<file path="config.mk">
export PLATFORM = sky130hd
export DESIGN_NAME = bcd_seq_converter
export DESIGN_NICKNAME = d
export VERILOG_FILES = /design/src/rtl/bcd_seq_converter.sv
export SDC_FILE = /design/constraint.sdc
export NUM_CORES = 1
export LEC_CHECK = 0
export ABC_CLOCK_PERIOD_IN_PS = 2860
export BUFFER_PORTS_ARGS = -buffer_cell sky130_fd_sc_hd__buf_4
export CORE_UTILIZATION = 45
export CTS_CLUSTER_DIAMETER = 120
export DETAILED_ROUTE_END_ITERATION = 8
export PLACE_DENSITY = 0.65
export SLEW_MARGIN = 40
export SYNTH_ARGS = -nofsm -noshare
export SYNTH_HDL_FRONTEND = slang
export SYNTH_SLANG_ARGS = --single-unit
</file>
<file path="constraint.sdc">
create_clock -name clock -period 2.86 [get_ports clock]
set_input_delay 0.858 -clock clock [delete_from_list [all_inputs] [get_ports clock]]
set_output_delay 0.858 -clock clock [all_outputs]
set_load 0.1 [all_outputs]
</file>
<file path="src/rtl/bcd_seq_converter.sv">
// Sequential double-dabble binary-to-BCD converter: one shift per clock, WIDTH shifts per conversion.
// Result digits are latched only on completion, so intermediate scratch values never reach the outputs.

module bcd_dig_adj (
  input  logic [3:0] din,
  output logic [3:0] dout
);
  assign dout = (din >= 4'd5) ? din + 4'd3 : din;
endmodule

module bcd_seq_converter #(
  parameter int WIDTH = 8
) (
  input  logic             clock,
  input  logic             reset,
  input  logic             start,
  input  logic [WIDTH-1:0] bin,
  output logic             busy,
  output logic             done,
  output logic [3:0]       d0,
  output logic [3:0]       d1,
  output logic [3:0]       d2
);
  localparam int CW = $clog2(WIDTH + 1);

  typedef enum logic [1:0] {
    IDLE  = 2'b00,
    SHIFT = 2'b01,
    DONE  = 2'b10
  } state_t;

  state_t           state, state_nxt;
  logic [WIDTH-1:0] sreg;
  logic [11:0]      scr, scr_adj, scr_nxt;
  logic [CW-1:0]    cnt;
  logic             last_shift;

  // One add-3 adjuster per BCD digit of the scratch register
  for (genvar g = 0; g < 3; g++) begin : g_adj
    bcd_dig_adj u_adj (
      .din  (scr[4*g +: 4]),
      .dout (scr_adj[4*g +: 4])
    );
  end

  assign scr_nxt    = {scr_adj[10:0], sreg[WIDTH-1]};
  assign last_shift = (cnt == CW'(1));

  always_comb begin
    state_nxt = state;
    case (state)
      IDLE:    if (start) state_nxt = SHIFT;
      SHIFT:   if (last_shift) state_nxt = DONE;
      DONE:    state_nxt = IDLE;
      default: state_nxt = IDLE;
    endcase
  end

  always_ff @(posedge clock) begin
    if (reset) begin
      state <= IDLE;
      sreg  <= '0;
      scr   <= '0;
      cnt   <= '0;
      d0    <= '0;
      d1    <= '0;
      d2    <= '0;
    end else begin
      state <= state_nxt;
      case (state)
        IDLE: if (start) begin
          sreg <= bin;
          scr  <= '0;
          cnt  <= CW'(WIDTH);
        end
        SHIFT: begin
          scr  <= scr_nxt;
          sreg <= {sreg[WIDTH-2:0], 1'b0};
          cnt  <= cnt - CW'(1);
          if (last_shift) begin
            d0 <= scr_nxt[3:0];
            d1 <= scr_nxt[7:4];
            d2 <= scr_nxt[11:8];
          end
        end
        default: ;
      endcase
    end
  end

  assign busy = (state == SHIFT);
  assign done = (state == DONE);

endmodule

</file>
==> report_table.html <==
<table>
<tr><th>Metric</th><th>Value</th></tr>
<tr><th colspan="2">Run status</th></tr>
<tr><td>Outcome</td><td>finished clean</td></tr>
<tr><th colspan="2">Timing</th></tr>
<tr><td>Clock period minus final worst setup slack</td><td>2241 ps</td></tr>
<tr><td>Minimum hold slack</td><td>464.1 ps</td></tr>
<tr><td>Fraction of the cycle the final worst path needs</td><td>78.36%</td></tr>
<tr><td>Summed negative setup slack over all endpoints</td><td>0 ps</td></tr>
<tr><td>Slew margin rel.</td><td>63.91%</td></tr>
<tr><td>Fin Clk Skew</td><td>5.251 ps</td></tr>
<tr><td>Slew Viols, Final</td><td>0</td></tr>
<tr><td>Setup repair after global routing missed its margin</td><td>no</td></tr>
<tr><td>Worst Max-Slew Pin Slew</td><td>535.7 ps</td></tr>
<tr><td>Highest Clock Rate</td><td>0.4462 GHz</td></tr>
<tr><td>Final setup viols</td><td>0</td></tr>
<tr><td>Hold Violations, Final</td><td>0</td></tr>
<tr><th colspan="2">GRT</th></tr>
<tr><td>Global-route congestion overflow total</td><td>0</td></tr>
<tr><td>Number of antenna violations at the first check in global routing</td><td>0</td></tr>
<tr><td>Wire length of the first global-routing pass</td><td>6389 um</td></tr>
<tr><td>Via count of the first global-routing pass</td><td>1413</td></tr>
<tr><td>GRT Util Overall</td><td>20.19%</td></tr>
<tr><td>Pin count of the biggest net entering global routing</td><td>25</td></tr>
<tr><th colspan="2">Logic synthesis</th></tr>
<tr><td>Total standard cell area after synthesis</td><td>1740 um2</td></tr>
<tr><td>Post-Synthesis Mean Instance Area</td><td>9.408 um2</td></tr>
<tr><td>Seq/Total Area, Yosys</td><td>43.71%</td></tr>
<tr><td>Cell types occupying the most area after synthesis</td><td>sky130_fd_sc_hd__dfxtp_1 44%, sky130_fd_sc_hd__ha_1 5.8%, sky130_fd_sc_hd__a211oi_1 5.6%</td></tr>
<tr><td>Count of state elements after synthesis</td><td>38</td></tr>
<tr><td>Synthesis Warnings</td><td>0</td></tr>
<tr><td>Ys flop type</td><td>sky130_fd_sc_hd__dfxtp_1</td></tr>
<tr><td>Portion of synthesized cell area occupied by the leading cell type</td><td>43.71%</td></tr>
<tr><td>Nets in the synthesized netlist</td><td>204</td></tr>
<tr><td>Post-synth EDFFs</td><td>0</td></tr>
<tr><td>Cell accounting for the most synthesized area</td><td>sky130_fd_sc_hd__dfxtp_1</td></tr>
<tr><td>Most frequent cells after synthesis</td><td>38 x sky130_fd_sc_hd__dfxtp_1, 18 x sky130_fd_sc_hd__nor2_1, 14 x sky130_fd_sc_hd__o21ai_0</td></tr>
<tr><td>Async S/R FF share, synth</td><td>0%</td></tr>
<tr><td>Synth Instances</td><td>185</td></tr>
<tr><td>Synth unique cells</td><td>39</td></tr>
<tr><td>Most frequently used cell type in the post-synthesis netlist</td><td>sky130_fd_sc_hd__dfxtp_1</td></tr>
<tr><th colspan="2">Die</th></tr>
<tr><td>Effective utilization at floorplan</td><td>47.18%</td></tr>
<tr><td>Area enclosed by the die boundary</td><td>4120 um2</td></tr>
<tr><td>Row count</td><td>22</td></tr>
<tr><td>Die width</td><td>64.19 um</td></tr>
<tr><td>Placeable core region</td><td>3689 um2</td></tr>
<tr><td>Vertical die dimension</td><td>64.19 um</td></tr>
<tr><td>Top-level port count</td><td>25</td></tr>
<tr><th colspan="2">Cells and area</th></tr>
<tr><td>Final antenna diode count</td><td>0</td></tr>
<tr><td>Post-layout nets</td><td>228</td></tr>
<tr><td>Area Overhead vs Synth</td><td>16.39%</td></tr>
<tr><td>Proportion of layout cells with a drive suffix above 1</td><td>21.90%</td></tr>
<tr><th colspan="2">Drt</th></tr>
<tr><td>Routed WL</td><td>3752 um</td></tr>
<tr><td>Vias per std cell</td><td>5.589</td></tr>
<tr><td>Average detailed-routed wire length per instance</td><td>14.54 um</td></tr>
<tr><td>Total via count in the routed design</td><td>1442</td></tr>
<tr><td>Starting DRT DRC Count</td><td>62</td></tr>
<tr><td>TritonRoute pass-1 iters</td><td>4</td></tr>
<tr><td>Number of remaining DRC errors</td><td>0</td></tr>
<tr><td>Post-route ant nets</td><td>0</td></tr>
<tr><th colspan="2">Worst setup path</th></tr>
<tr><td>Crit Path Class</td><td>reg -&gt; out</td></tr>
<tr><td>R2r worst-path depth</td><td>5</td></tr>
<tr><td>Setup crit start kind</td><td>flop</td></tr>
<tr><td>Maximum fanout along the worst path</td><td>10</td></tr>
<tr><td>Crit path arrival time</td><td>1380 ps</td></tr>
<tr><td>Setup slack of the worst register-to-register path</td><td>1160 ps</td></tr>
<tr><td>Required arrival time at the worst endpoint</td><td>2000 ps</td></tr>
<tr><td>Capturing element type of the critical path</td><td>output port</td></tr>
<tr><th colspan="2">Clocking</th></tr>
<tr><td>Post-cts repair resize count</td><td>0</td></tr>
<tr><td>Maximum clock path buffer count</td><td>2</td></tr>
<tr><td>Total CTS buffers</td><td>5</td></tr>
<tr><td>Total number of H-tree levels</td><td>2</td></tr>
<tr><td>CTS hold repair buffers</td><td>0</td></tr>
<tr><td>Clock insertion delay at the later pin of the skew report</td><td>290 ps</td></tr>
<tr><td>Library cell used as clock root buffer</td><td>sky130_fd_sc_hd__clkbuf_8</td></tr>
<tr><td>Post-CTS clock slew at the launch and capture registers of the worst setup and hold paths</td><td>80 ps</td></tr>
<tr><td>TritonCTS clock tree</td><td>yes</td></tr>
<tr><td>Buffers inserted during post-CTS setup optimization</td><td>0</td></tr>
<tr><td>Sink Count</td><td>38</td></tr>
<tr><th colspan="2">Worst hold path</th></tr>
<tr><td>Min-delay worst type</td><td>reg -&gt; reg</td></tr>
<tr><td>Number of cells on the worst hold path</td><td>2</td></tr>
<tr><th colspan="2">Pwr</th></tr>
<tr><td>Reg power frac</td><td>51.4%</td></tr>
<tr><td>Proportion of total power due to net switching</td><td>28.06%</td></tr>
<tr><td>Clock group share of total power</td><td>35.2%</td></tr>
<tr><td>Switch Pwr</td><td>0.3114 mW</td></tr>
<tr><td>Power per unit of standard cell area</td><td>547.8 nW/um2</td></tr>
<tr><td>Maximum vdd ir drop</td><td>0.3373 mV</td></tr>
<tr><td>Internal Power</td><td>0.7983 mW</td></tr>
<tr><td>Static leakage power</td><td>0.8100 nW</td></tr>
<tr><td>Part of the total power dissipated in combinational logic</td><td>13.5%</td></tr>
<tr><th colspan="2">Placement</th></tr>
<tr><td>Half-perimeter wire length after placement</td><td>2665 um</td></tr>
<tr><td>Buffers added on ports</td><td>24</td></tr>
<tr><td>Routability congestion estimate</td><td>0.7621</td></tr>
<tr><th colspan="2">Run</th></tr>
<tr><td>Max Cap Violations</td><td>0</td></tr>
</table>
==> cell families (layout without fill, tap and decap cells) <==
kind of cell	after synthesis	in the layout	synth area share, %
fa+ha+maj	8	8	5.751
buf+inv	19	44	5.463
xor+xnor	3	3	1.510
mux	3	3	1.797
compound gates	59	59	25.31
simple gates	55	55	16.46
flops	38	38	43.71
==> stage by stage <==
| step | std cells | worst slack [ps] | instance area [um2] | utilization [%] | power [mW] |
|---|---|---|---|---|---|
| finish | 258 | 618.8 | 2026 | 54.92 | 1.110 |
| global placement | 250 | 899.1 | 1931 | 52.34 | 0.7268 |
| detailed placement | 250 | 902.6 | 1931 | 52.34 | 0.7316 |
| CTS | 258 | 599.4 | 2026 | 54.92 | 1.119 |
| floorplan | 185 | 216.0 | 1740 | - | 0.6954 |
| global route | 258 | 521.7 | 2026 | 54.92 | 1.156 |
==> worst paths after layout <==
path / start / end
max: state[1] / done
min: d0[0] / d0[0]
max reg2reg: cnt[0] / d1[2]
min reg2reg: d0[0] / d0[0]
==> registers in the layout (all words and copies together) (netlist names) <==
register	flops
sreg	8
d2	4
state	2
d0	4
d1	4
cnt	4
scr	12
==> critical path: stages, from the launching register on <==
cell and delay, ps:
sky130_fd_sc_hd__dfxtp_1 500, sky130_fd_sc_hd__inv_2 160, sky130_fd_sc_hd__nor2_1 130, sky130_fd_sc_hd__buf_4 300
==> area by class of cell <==
class                   count  area, um2
fillers                   335       1663
multi-input cells         128      884.6
flip-flops and latches     38      760.7
repair buffers             24      180.2
clock buffers               6      82.58
well taps                  48      60.06
inverters                  12      45.04
clock inverters             2      12.51
==> metal layers <==
layer	wire (um)	global-route usage, %	part of all wire [%]	vias to the layer above
met5	0	0	0	-
met1	1770	25.36	47	684
met2	1798	33.38	48	30
met3	136	3.750	3.6	5
met4	46	9.167	1.2	0
li1	-	-	-	723
==> layout by cell type (no fill, tap or decap), drive strengths merged, types with 3 or more instances in the layout <==
cell	instances
a211oi	14
a21o	5
a21oi	4
a22o	3
a22oi	3
a32o	3
buf	24
clkbuf	6
dfxtp	38
ha	8
inv	12
nand2	12
nand2b	4
nand3	4
nor2	19
nor3	6
nor3b	5
o21ai	14
o22ai	5
o32ai	3
xnor2	3
==> power groups by stage <==
stage	registers, mW	clock network, mW	logic, mW
final	0.570	0.390	0.150
after global routing	0.573	0.420	0.163
after CTS	0.570	0.400	0.150
after detailed placement	0.582	0	0.150
after global placement	0.581	0	0.146
after floorplan	0.598	0	0.0978
Note: power is estimated with default switching activity, not from simulation.
